### src/rtl/alu_seq_pkg.sv
// Shared types and constants for the ALU operation sequencer: state encoding,
// ALU function codes and the settle counter width.
package alu_seq_pkg;

    localparam int CNT_W = 8;

    typedef enum logic [2:0] {
        ST_IDLE,
        ST_SELECT,
        ST_ENABLE,
        ST_DRIVE,
        ST_LOAD,
        ST_HOLD,
        ST_RELEASE,
        ST_DONE
    } state_t;

    // Function codes as seen by the 3-to-8 decoder (bit order is the relay wiring).
    localparam logic [2:0] FCTN_ADD  = 3'b000;
    localparam logic [2:0] FCTN_INC  = 3'b100;
    localparam logic [2:0] FCTN_AND  = 3'b010;
    localparam logic [2:0] FCTN_OR   = 3'b110;
    localparam logic [2:0] FCTN_XOR  = 3'b001;
    localparam logic [2:0] FCTN_NOT  = 3'b101;
    localparam logic [2:0] FCTN_SHL  = 3'b011;
    localparam logic [2:0] FCTN_NULL = 3'b111;

    function automatic logic is_timed(input state_t s);
        return (s == ST_SELECT) || (s == ST_ENABLE) || (s == ST_DRIVE) ||
               (s == ST_HOLD)   || (s == ST_RELEASE);
    endfunction

endpackage

### src/rtl/alu_op_sequencer_settle_timer.sv
// Loadable down-counter used to time relay settling; tc is high once the
// count has reached zero and stays there until the next load.
module settle_timer
    import alu_seq_pkg::*;
#(
    parameter int W = CNT_W
) (
    input  logic         clk,
    input  logic         reset,
    input  logic         load,
    input  logic [W-1:0] load_val,
    output logic         tc
);

    logic [W-1:0] count_q;
    logic [W-1:0] count_d;

    always_comb begin
        count_d = count_q;
        if (load) begin
            count_d = load_val;
        end else if (count_q != '0) begin
            count_d = count_q - 1'b1;
        end
    end

    always_ff @(posedge clk) begin
        if (reset) begin
            count_q <= '0;
        end else begin
            count_q <= count_d;
        end
    end

    assign tc = (count_q == '0);

endmodule

### src/rtl/alu_op_sequencer.sv
// Steps one ALU operation through decoder select/enable, bus drive, register
// load and release, with every relay phase held for SETTLE_CYCLES clocks.
module alu_op_sequencer
    import alu_seq_pkg::*;
#(
    parameter int SETTLE_CYCLES = 4
) (
    input  logic       clk,
    input  logic       reset,
    input  logic       start,
    input  logic [2:0] fctn_code,
    input  logic       dest_d,
    output logic [2:0] fctn_sel,
    output logic       dec_enable,
    output logic       alu_drive,
    output logic       load_a,
    output logic       load_d,
    output logic       load_cond,
    output logic       busy,
    output logic       done
);

    // The counter runs S-1 .. 0, so a timed state is left on the edge after tc.
    localparam logic [CNT_W-1:0] RELOAD = CNT_W'(SETTLE_CYCLES - 1);

    state_t     state_q, state_d;
    logic [2:0] code_q, code_d;
    logic       dest_sel_q, dest_sel_d;
    logic       tmr_load;
    logic       tmr_tc;

    logic [2:0] fctn_sel_q, fctn_sel_d;
    logic       dec_enable_q, dec_enable_d;
    logic       alu_drive_q, alu_drive_d;
    logic       load_cond_q, load_cond_d;
    logic       busy_q, busy_d;
    logic       done_q, done_d;
    logic [1:0] load_vec_q, load_vec_d;

    settle_timer #(.W(CNT_W)) u_settle_timer (
        .clk      (clk),
        .reset    (reset),
        .load     (tmr_load),
        .load_val (RELOAD),
        .tc       (tmr_tc)
    );

    always_comb begin
        state_d    = state_q;
        code_d     = code_q;
        dest_sel_d = dest_sel_q;
        case (state_q)
            ST_IDLE: begin
                if (start) begin
                    state_d    = ST_SELECT;
                    code_d     = fctn_code;
                    dest_sel_d = dest_d;
                end
            end
            ST_SELECT:  if (tmr_tc) state_d = ST_ENABLE;
            ST_ENABLE: begin
                if (tmr_tc) begin
                    state_d = (code_q == FCTN_NULL) ? ST_RELEASE : ST_DRIVE;
                end
            end
            ST_DRIVE:   if (tmr_tc) state_d = ST_LOAD;
            ST_LOAD:    state_d = ST_HOLD;
            ST_HOLD:    if (tmr_tc) state_d = ST_RELEASE;
            ST_RELEASE: if (tmr_tc) state_d = ST_DONE;
            ST_DONE:    state_d = ST_IDLE;
            default:    state_d = ST_IDLE;
        endcase
        tmr_load = is_timed(state_d) && (state_d != state_q);
    end

    // Outputs are decoded from the next state so the registered copies line
    // up with the state they describe, without any input-to-output path.
    always_comb begin
        fctn_sel_d   = (state_d == ST_IDLE) ? 3'b000 : code_d;
        dec_enable_d = (state_d == ST_ENABLE) || (state_d == ST_DRIVE) ||
                       (state_d == ST_LOAD)   || (state_d == ST_HOLD);
        alu_drive_d  = (state_d == ST_DRIVE) || (state_d == ST_LOAD) ||
                       (state_d == ST_HOLD);
        load_cond_d  = (state_d == ST_LOAD);
        busy_d       = (state_d != ST_IDLE);
        done_d       = (state_d == ST_DONE);
    end

    // Bit 0 strobes register A, bit 1 strobes register D.
    for (genvar gi = 0; gi < 2; gi++) begin : g_load
        assign load_vec_d[gi] = (state_d == ST_LOAD) && (dest_sel_d == 1'(gi));
    end

    always_ff @(posedge clk) begin
        if (reset) begin
            state_q      <= ST_IDLE;
            code_q       <= 3'b000;
            dest_sel_q   <= 1'b0;
            fctn_sel_q   <= 3'b000;
            dec_enable_q <= 1'b0;
            alu_drive_q  <= 1'b0;
            load_cond_q  <= 1'b0;
            busy_q       <= 1'b0;
            done_q       <= 1'b0;
            load_vec_q   <= 2'b00;
        end else begin
            state_q      <= state_d;
            code_q       <= code_d;
            dest_sel_q   <= dest_sel_d;
            fctn_sel_q   <= fctn_sel_d;
            dec_enable_q <= dec_enable_d;
            alu_drive_q  <= alu_drive_d;
            load_cond_q  <= load_cond_d;
            busy_q       <= busy_d;
            done_q       <= done_d;
            load_vec_q   <= load_vec_d;
        end
    end

    assign fctn_sel   = fctn_sel_q;
    assign dec_enable = dec_enable_q;
    assign alu_drive  = alu_drive_q;
    assign load_a     = load_vec_q[0];
    assign load_d     = load_vec_q[1];
    assign load_cond  = load_cond_q;
    assign busy       = busy_q;
    assign done       = done_q;

endmodule

### config.mk
export PLATFORM = sky130hd
export DESIGN_NAME = alu_op_sequencer
export DESIGN_NICKNAME = d
export VERILOG_FILES = /design/src/rtl/alu_seq_pkg.sv /design/src/rtl/alu_op_sequencer_settle_timer.sv /design/src/rtl/alu_op_sequencer.sv
export SDC_FILE = /design/constraint.sdc
export NUM_CORES = 1
export LEC_CHECK = 0
export ABC_AREA = 1
export ABC_CLOCK_PERIOD_IN_PS = 2300
export CORE_MARGIN = 1
export CORE_UTILIZATION = 35
export CTS_CLUSTER_SIZE = 24
export DETAILED_ROUTE_END_ITERATION = 12
export PLACE_DENSITY = 0.62
export SETUP_SLACK_MARGIN = 0.5
export SLEW_MARGIN = 20
export SYNTH_ARGS = -nofsm -noshare
export SYNTH_HDL_FRONTEND = slang
export SYNTH_SLANG_ARGS = --single-unit
### constraint.sdc
create_clock -name clk -period 2.3 [get_ports clk]
set_input_delay 0.345 -clock clk [delete_from_list [all_inputs] [get_ports clk]]
set_output_delay 0.345 -clock clk [all_outputs]
set_load 0.01 [all_outputs]
# ---- Word level (Yosys, flattened, before mapping)
# Index checks and enable logic that the tools add are counted.
dict set report totals {
  register_bits 25
  wordCells 64
}
dict set report op_classes {
  reduce_logical 20
  muxes 14
  bitwise_logic 1
  n_addsub 1
  n_eq_ne 16
}
# operator n
set op_table {}
lappend op_table {{$eq A3 B3 Y1 const B} 9}
lappend op_table {{$mux W3} 9}
lappend op_table {{$pmux W3 S8} 1}
lappend op_table {{$eq A3 B2 Y1 const B} 4}
lappend op_table {{$logic_or A1 B1 Y1} 9}
lappend op_table {{$logic_not A8 Y1} 1}
lappend op_table {{$reduce_bool A8 Y1} 1}
lappend op_table {{$sub A8 B1 Y8 const B} 1}
lappend op_table {{$eq A3 B1 Y1 const B} 2}
lappend op_table {{$logic_not A3 Y1} 2}
lappend op_table {{$mux W2} 2}
lappend op_table {{$reduce_or A2 Y1} 2}
lappend op_table {{$logic_and A1 B1 Y1} 3}
lappend op_table {{$ne A3 B3 Y1} 1}
lappend op_table {{$reduce_bool A3 Y1} 1}
lappend op_table {{$mux W1} 2}
lappend op_table {{$reduce_bool A2 Y1} 1}
lappend op_table {{$not A1 Y1} 1}

# ---- Logic depth before layout (Yosys ltp)
dict set report depth {
  depth_word 11
  ltp_mapped 14
  depth_no_buf 14
}

# ---- Modules after synthesis
# Synthesis repeated with hierarchy kept, for this count alone.
dict set report unflattened {
  cells_unflattened 172
  hier_area_um2 1219.9
}
# module area_each_um2 seq_area_each_um2 instances cells_per_inst
set by_module_without_submodules {}
lappend by_module_without_submodules {alu_op_sequencer 747.0 340.3 1 102}
lappend by_module_without_submodules {settle_timer 473.0 160.2 1 70}

# ---- Worst setup path before layout
# OpenSTA, ideal clock, no wires.
dict set report synth_timing {
  path_kind {reg-to-reg}
  startpoint {register u_settle_timer.count_q[0]}
  endpoint {register u_settle_timer.count_q[2]}
  stages_incl_launch_ff 14
  path_slack_ns 0.659
  n_path_buf 0
  period_less_slack_ns 1.641
  t_arrival_ns 1.522
  setup_ns 0.119
  cell_sequence {dfxtp_1 inv_1 ha_1 nand3_2 nor2_8 nand3_1 nand2_1 inv_2 nand3_4 inv_2 nand2_4 nand3_4 nand2_4 nor2_2}
}
dict set report synth_via {
  elab_chain_cells 10
  elab_cells_between_ends 21
  classes_between {add/sub (1); eq/ne (6); mux (6); reduce/logical (8)}
}
# item line_no
set synth_rtl {}
lappend synth_rtl {{start: declaration} alu_op_sequencer_settle_timer.sv:15} ;# logic [W-1:0] count_q;
lappend synth_rtl {{start signal: assignment} alu_op_sequencer_settle_timer.sv:31} ;# count_q <= count_d;
lappend synth_rtl {{$logic_not A8 Y1} alu_op_sequencer_settle_timer.sv:35} ;# assign tc = (count_q == '0);
lappend synth_rtl {{$mux W3 (on tied branches)} n/a}
lappend synth_rtl {{$pmux W3 S8} alu_op_sequencer.sv:52} ;# case (state_q)
lappend synth_rtl {{$eq A3 B1 Y1 / $eq A3 B2 Y1 (equally long branches)} alu_seq_pkg.sv:29} ;# return (s == ST_SELECT) || (s == ST_ENABLE) || (s == ST_DRIVE) ||
lappend synth_rtl {{$logic_or A1 B1 Y1 (3 in a row)} alu_seq_pkg.sv:29}
lappend synth_rtl {{$logic_or A1 B1 Y1} alu_seq_pkg.sv:30} ;# (s == ST_HOLD) || (s == ST_RELEASE);
lappend synth_rtl {{$logic_and A1 B1 Y1} alu_op_sequencer.sv:73} ;# tmr_load = is_timed(state_d) && (state_d != state_q);
lappend synth_rtl {{$reduce_or A2 Y1 (no source line)} n/a}
# Several ways; a longest one is shown, not always the timed one.
# A chain may end at the register's enable or synchronous reset.

# ---- Final worst setup path
dict set report layout_timing {
  startpoint {register u_settle_timer.count_q[0]}
  endpoint {register u_settle_timer.count_q[6]}
}
# Same word-level chain as after synthesis.

==> reports/results.tsv <==
stage	metric	value	unit
global_routing	maximum number of pins on one net before global-route repair	14	
place	routability-driven placement congestion ratio	0.7791	
clocking	number of CTS-inserted buffers	3	
clocking	CTS tree	done	
setup_path	arrival time at the worst endpoint	1.88	ns
setup_path	Worst setup EP type	flop	
global_routing	vias in the first global route	866	
layout	Inserted Diodes	0	
floorplanning	site row count	20	
timing	final worst clock skew	0.001346	ns
timing	Worst-Margin Slew	0.3853	ns
setup_path	Critical Path Fanout Max	6	
job	Max Cap Violations	0	
floorplanning	starting density of the core	37.90	%
timing	Rel. slew slack	74.23	%
timing	final period utilization	72.76	%
timing	maximum clock frequency	597.6	MHz
clocking	clock latency at the later pin of the worst-skew pair	0.30	ns
layout	Layout Area Growth over Synthesis	27.96	%
clocking	deepest level of the CTS H-tree	1	
pwr	Leakage Power	0.6745	nW
timing	setup ws final	0.6266	ns
layout	fraction of final layout cells sized beyond drive strength 1	28.65	%
setup_path	cell-by-cell trace of the critical path	inv_2, ha_4, nand3_2, nor2_8, nand3_1, nand2_1, inv_2, nand3_4, inv_4, nand2_4, nand3_4, nand2_8, nor2_2	
timing	number of pins with negative max-slew slack in the final report	0	
clocking	master cell of the clock root buffer	sky130_fd_sc_hd__clkbuf_4	
setup_path	critical path class	flop to flop	
timing	number of failing setup endpoints in the final timing report	0	
drt	vias	953	
pwr	Pwr Density	1358	nW/um^2
logic_synthesis	area share of the largest cell type after synthesis	41.88	%
logic_synthesis	sequential cell area fraction in the yosys report	41.88	%
setup_path	sort of element at the start of the critical path	flop	
global_routing	grt total ovfl	0	
logic_synthesis	syn_nets	154	
drt	routed wire length per instance	9.865	um
logic_synthesis	Post-Synthesis Mean Instance Area	8.241	sq um
layout	fillcell total	324	
logic_synthesis	number of instances in the synthesized netlist	145	
global_routing	wire length of the first global-routing pass	3532	um
global_routing	antenna violations before repair	0	
pwr	worst-case vdd ir drop	0.6417	mV
place	final HPWL from detailed placement	1626	um
floorplanning	Die Height	60.43	um
clocking	deepest clock path buffer count	2	
logic_synthesis	synthesis warning total	0	
logic_synthesis	combined area of all synthesized cells	1195	sq um
logic_synthesis	register bit total from synthesis	25	
logic_synthesis	largest area contributor in the synthesized netlist	sky130_fd_sc_hd__dfxtp_1	
place	port bufs	16	
drt	DR DRC count	0	
worst_hold_path	class of the worst hold path	flop to flop	
place	post-place setup slack	0.3762	ns
setup_path	maximum single-stage delay on the critical path	0.34	ns
global_routing	GRT Overall Usage	12.93	%
floorplanning	floorplan die area	3652	sq um
drt	number of DRC markers in iteration 0	34	
floorplanning	I/O pins	17	
logic_synthesis	leading post-synthesis cells by cell area	sky130_fd_sc_hd__dfxtp_1, sky130_fd_sc_hd__nand2_1, sky130_fd_sc_hd__nor2_1, sky130_fd_sc_hd__inv_1, sky130_fd_sc_hd__nand2_4	
clocking	Clock Sink Count	25	
drt	post-route ant nets	0	
drt	Vias per Instance	4.433	
drt	total length of routed wires	2121	um
timing	post-layout min period	1.673	ns
floorplanning	Core Footprint	3153	sq um
floorplanning	die width	60.43	um
layout	number of nets in the finished design	181	
status	run status	complete, no violations	
setup_path	required time at the endpoint of the critical path	2.50	ns
timing	Final Hold Violating Endpoints	0	
timing	total negative slack for setup checks	0	ns
setup_path	master of the slowest instance on the critical path	sky130_fd_sc_hd__dfxtp_2	
logic_synthesis	post-synth cell types	25	
timing	setup repair after global routing missed its margin	yes	
drt	number of search-and-repair iterations in the first detailed-routing pass	4	
clocking	clock transition at the registers of the reported paths	0.12	ns
==> power by group <==
| part | leakage [nW] | switching [mW] | internal [mW] |
|---|---|---|---|
| registers | 0.205 | 0.0798 | 0.546 |
| clock network | 0.0150 | 0.114 | 0.0676 |
| logic | 0.455 | 0.734 | 0.534 |
==> registers in the layout (all words and copies together), names as in the netlist <==
register,flops
dest_sel_q,1
code_q,3
u_settle_timer.count_q,8
load_cond,1
load_vec_q,2
fctn_sel,3
done,1
busy,1
state_q,3
dec_enable,1
alu_drive,1
==> logic make-up after synthesis <==
kind of cell             Yosys count  synth area share, %
AO/OA/AOI/OAI                     14                6.493
XOR/XNOR                           3                2.199
adder cells (fa/ha/maj)            2                2.094
buffers and inverters             25                8.063
flip-flops                        25                41.88
multiplexers                       4                3.351
AND/OR/NAND/NOR                   72                35.92
==> Yosys cell counts (all sizes together) <==
library cell	count
nand2	28
nor2	28
dfxtp	25
inv	24
nand3	10
o21ai	8
a21oi	6
mux2i	4
nor3	3
ha	2
xor2	2
clkbuf	1
nand4	1
nor3b	1
nor4	1
xnor2	1
==> worst max-delay path: cells and delay by family (launching register included) <==
kind,cells,cell delay [ns]
flip-flops,1,0.34
AND/OR/NAND/NOR,9,0.91
buffers and inverters,3,0.18
adder cells (fa/ha/maj),1,0.14
==> timing repair <==
| action | CTS | global route |
|---|---|---|
| setup endpoints to repair | 10 | 15 |
| resized for setup | 3 | 9 |
| buffers inserted | 2 | 5 |
| hold buffers | 0 | 0 |
| pin swaps | 1 | 3 |
==> stage by stage <==
step / cells / hold WS (ns) / instance area [sq um] / total power, mW / util [%]
floorplan: 145 / 0.4718 / 1195 / 1.472 / -
global placement: 204 / 0.5020 / 1406 / 1.676 / 44.60
detailed placement: 204 / 0.5135 / 1406 / 1.684 / 44.60
CTS: 210 / 0.5393 / 1459 / 1.940 / 46.27
global route: 215 / 0.5664 / 1529 / 2.272 / 48.49
finish: 215 / 0.5358 / 1529 / 2.076 / 48.49
==> worst paths after layout <==
check	from	endpoint	slack, ns	cells after the start
worst max-delay path	u_settle_timer.count_q[0]	u_settle_timer.count_q[6]	0.63	13
worst min-delay path	dest_sel_q	dest_sel_q	0.54	2
worst max register to register	u_settle_timer.count_q[0]	u_settle_timer.count_q[6]	0.63	13
worst min register to register	dest_sel_q	dest_sel_q	0.54	2
==> per-layer routing <==
metal	GRT usage, %	wire [um]	vias to the layer above	part of all wire [%]
li1	-	-	503	-
met1	16.60	1011	427	48
met2	21.98	1002	21	47
met3	2.559	95	2	4.5
met4	3.896	11	0	0.52
met5	0	0	-	0
==> layout make-up <==
type | count | area [sq um] | area share (%)
timing repair buffer | 23 | 212.7 | 13.91
multi-input combinational | 95 | 636.9 | 41.65
inverter | 24 | 95.09 | 6.219
sequential | 25 | 503.0 | 32.90
clock buffer | 4 | 26.28 | 1.718
tap | 44 | 55.05 | 3.601
==> cells in the final DEF, fill, tap and decap left out, types with 4 or more instances in the layout <==
master / Yosys / final
sky130_fd_sc_hd__a21oi_1: 6 / 6
sky130_fd_sc_hd__buf_4: 0 / 7
sky130_fd_sc_hd__clkdlybuf4s50_1: 0 / 16
sky130_fd_sc_hd__dfxtp_1: 25 / 23
sky130_fd_sc_hd__inv_1: 18 / 16
sky130_fd_sc_hd__inv_2: 5 / 6
sky130_fd_sc_hd__mux2i_1: 4 / 4
sky130_fd_sc_hd__nand2_1: 20 / 19
sky130_fd_sc_hd__nand2_2: 3 / 4
sky130_fd_sc_hd__nand2_4: 5 / 4
sky130_fd_sc_hd__nand3_1: 5 / 4
sky130_fd_sc_hd__nor2_1: 19 / 18
sky130_fd_sc_hd__nor2_2: 8 / 9
sky130_fd_sc_hd__o21ai_0: 6 / 6
No activity file was read; power rests on OpenSTA's default activity.
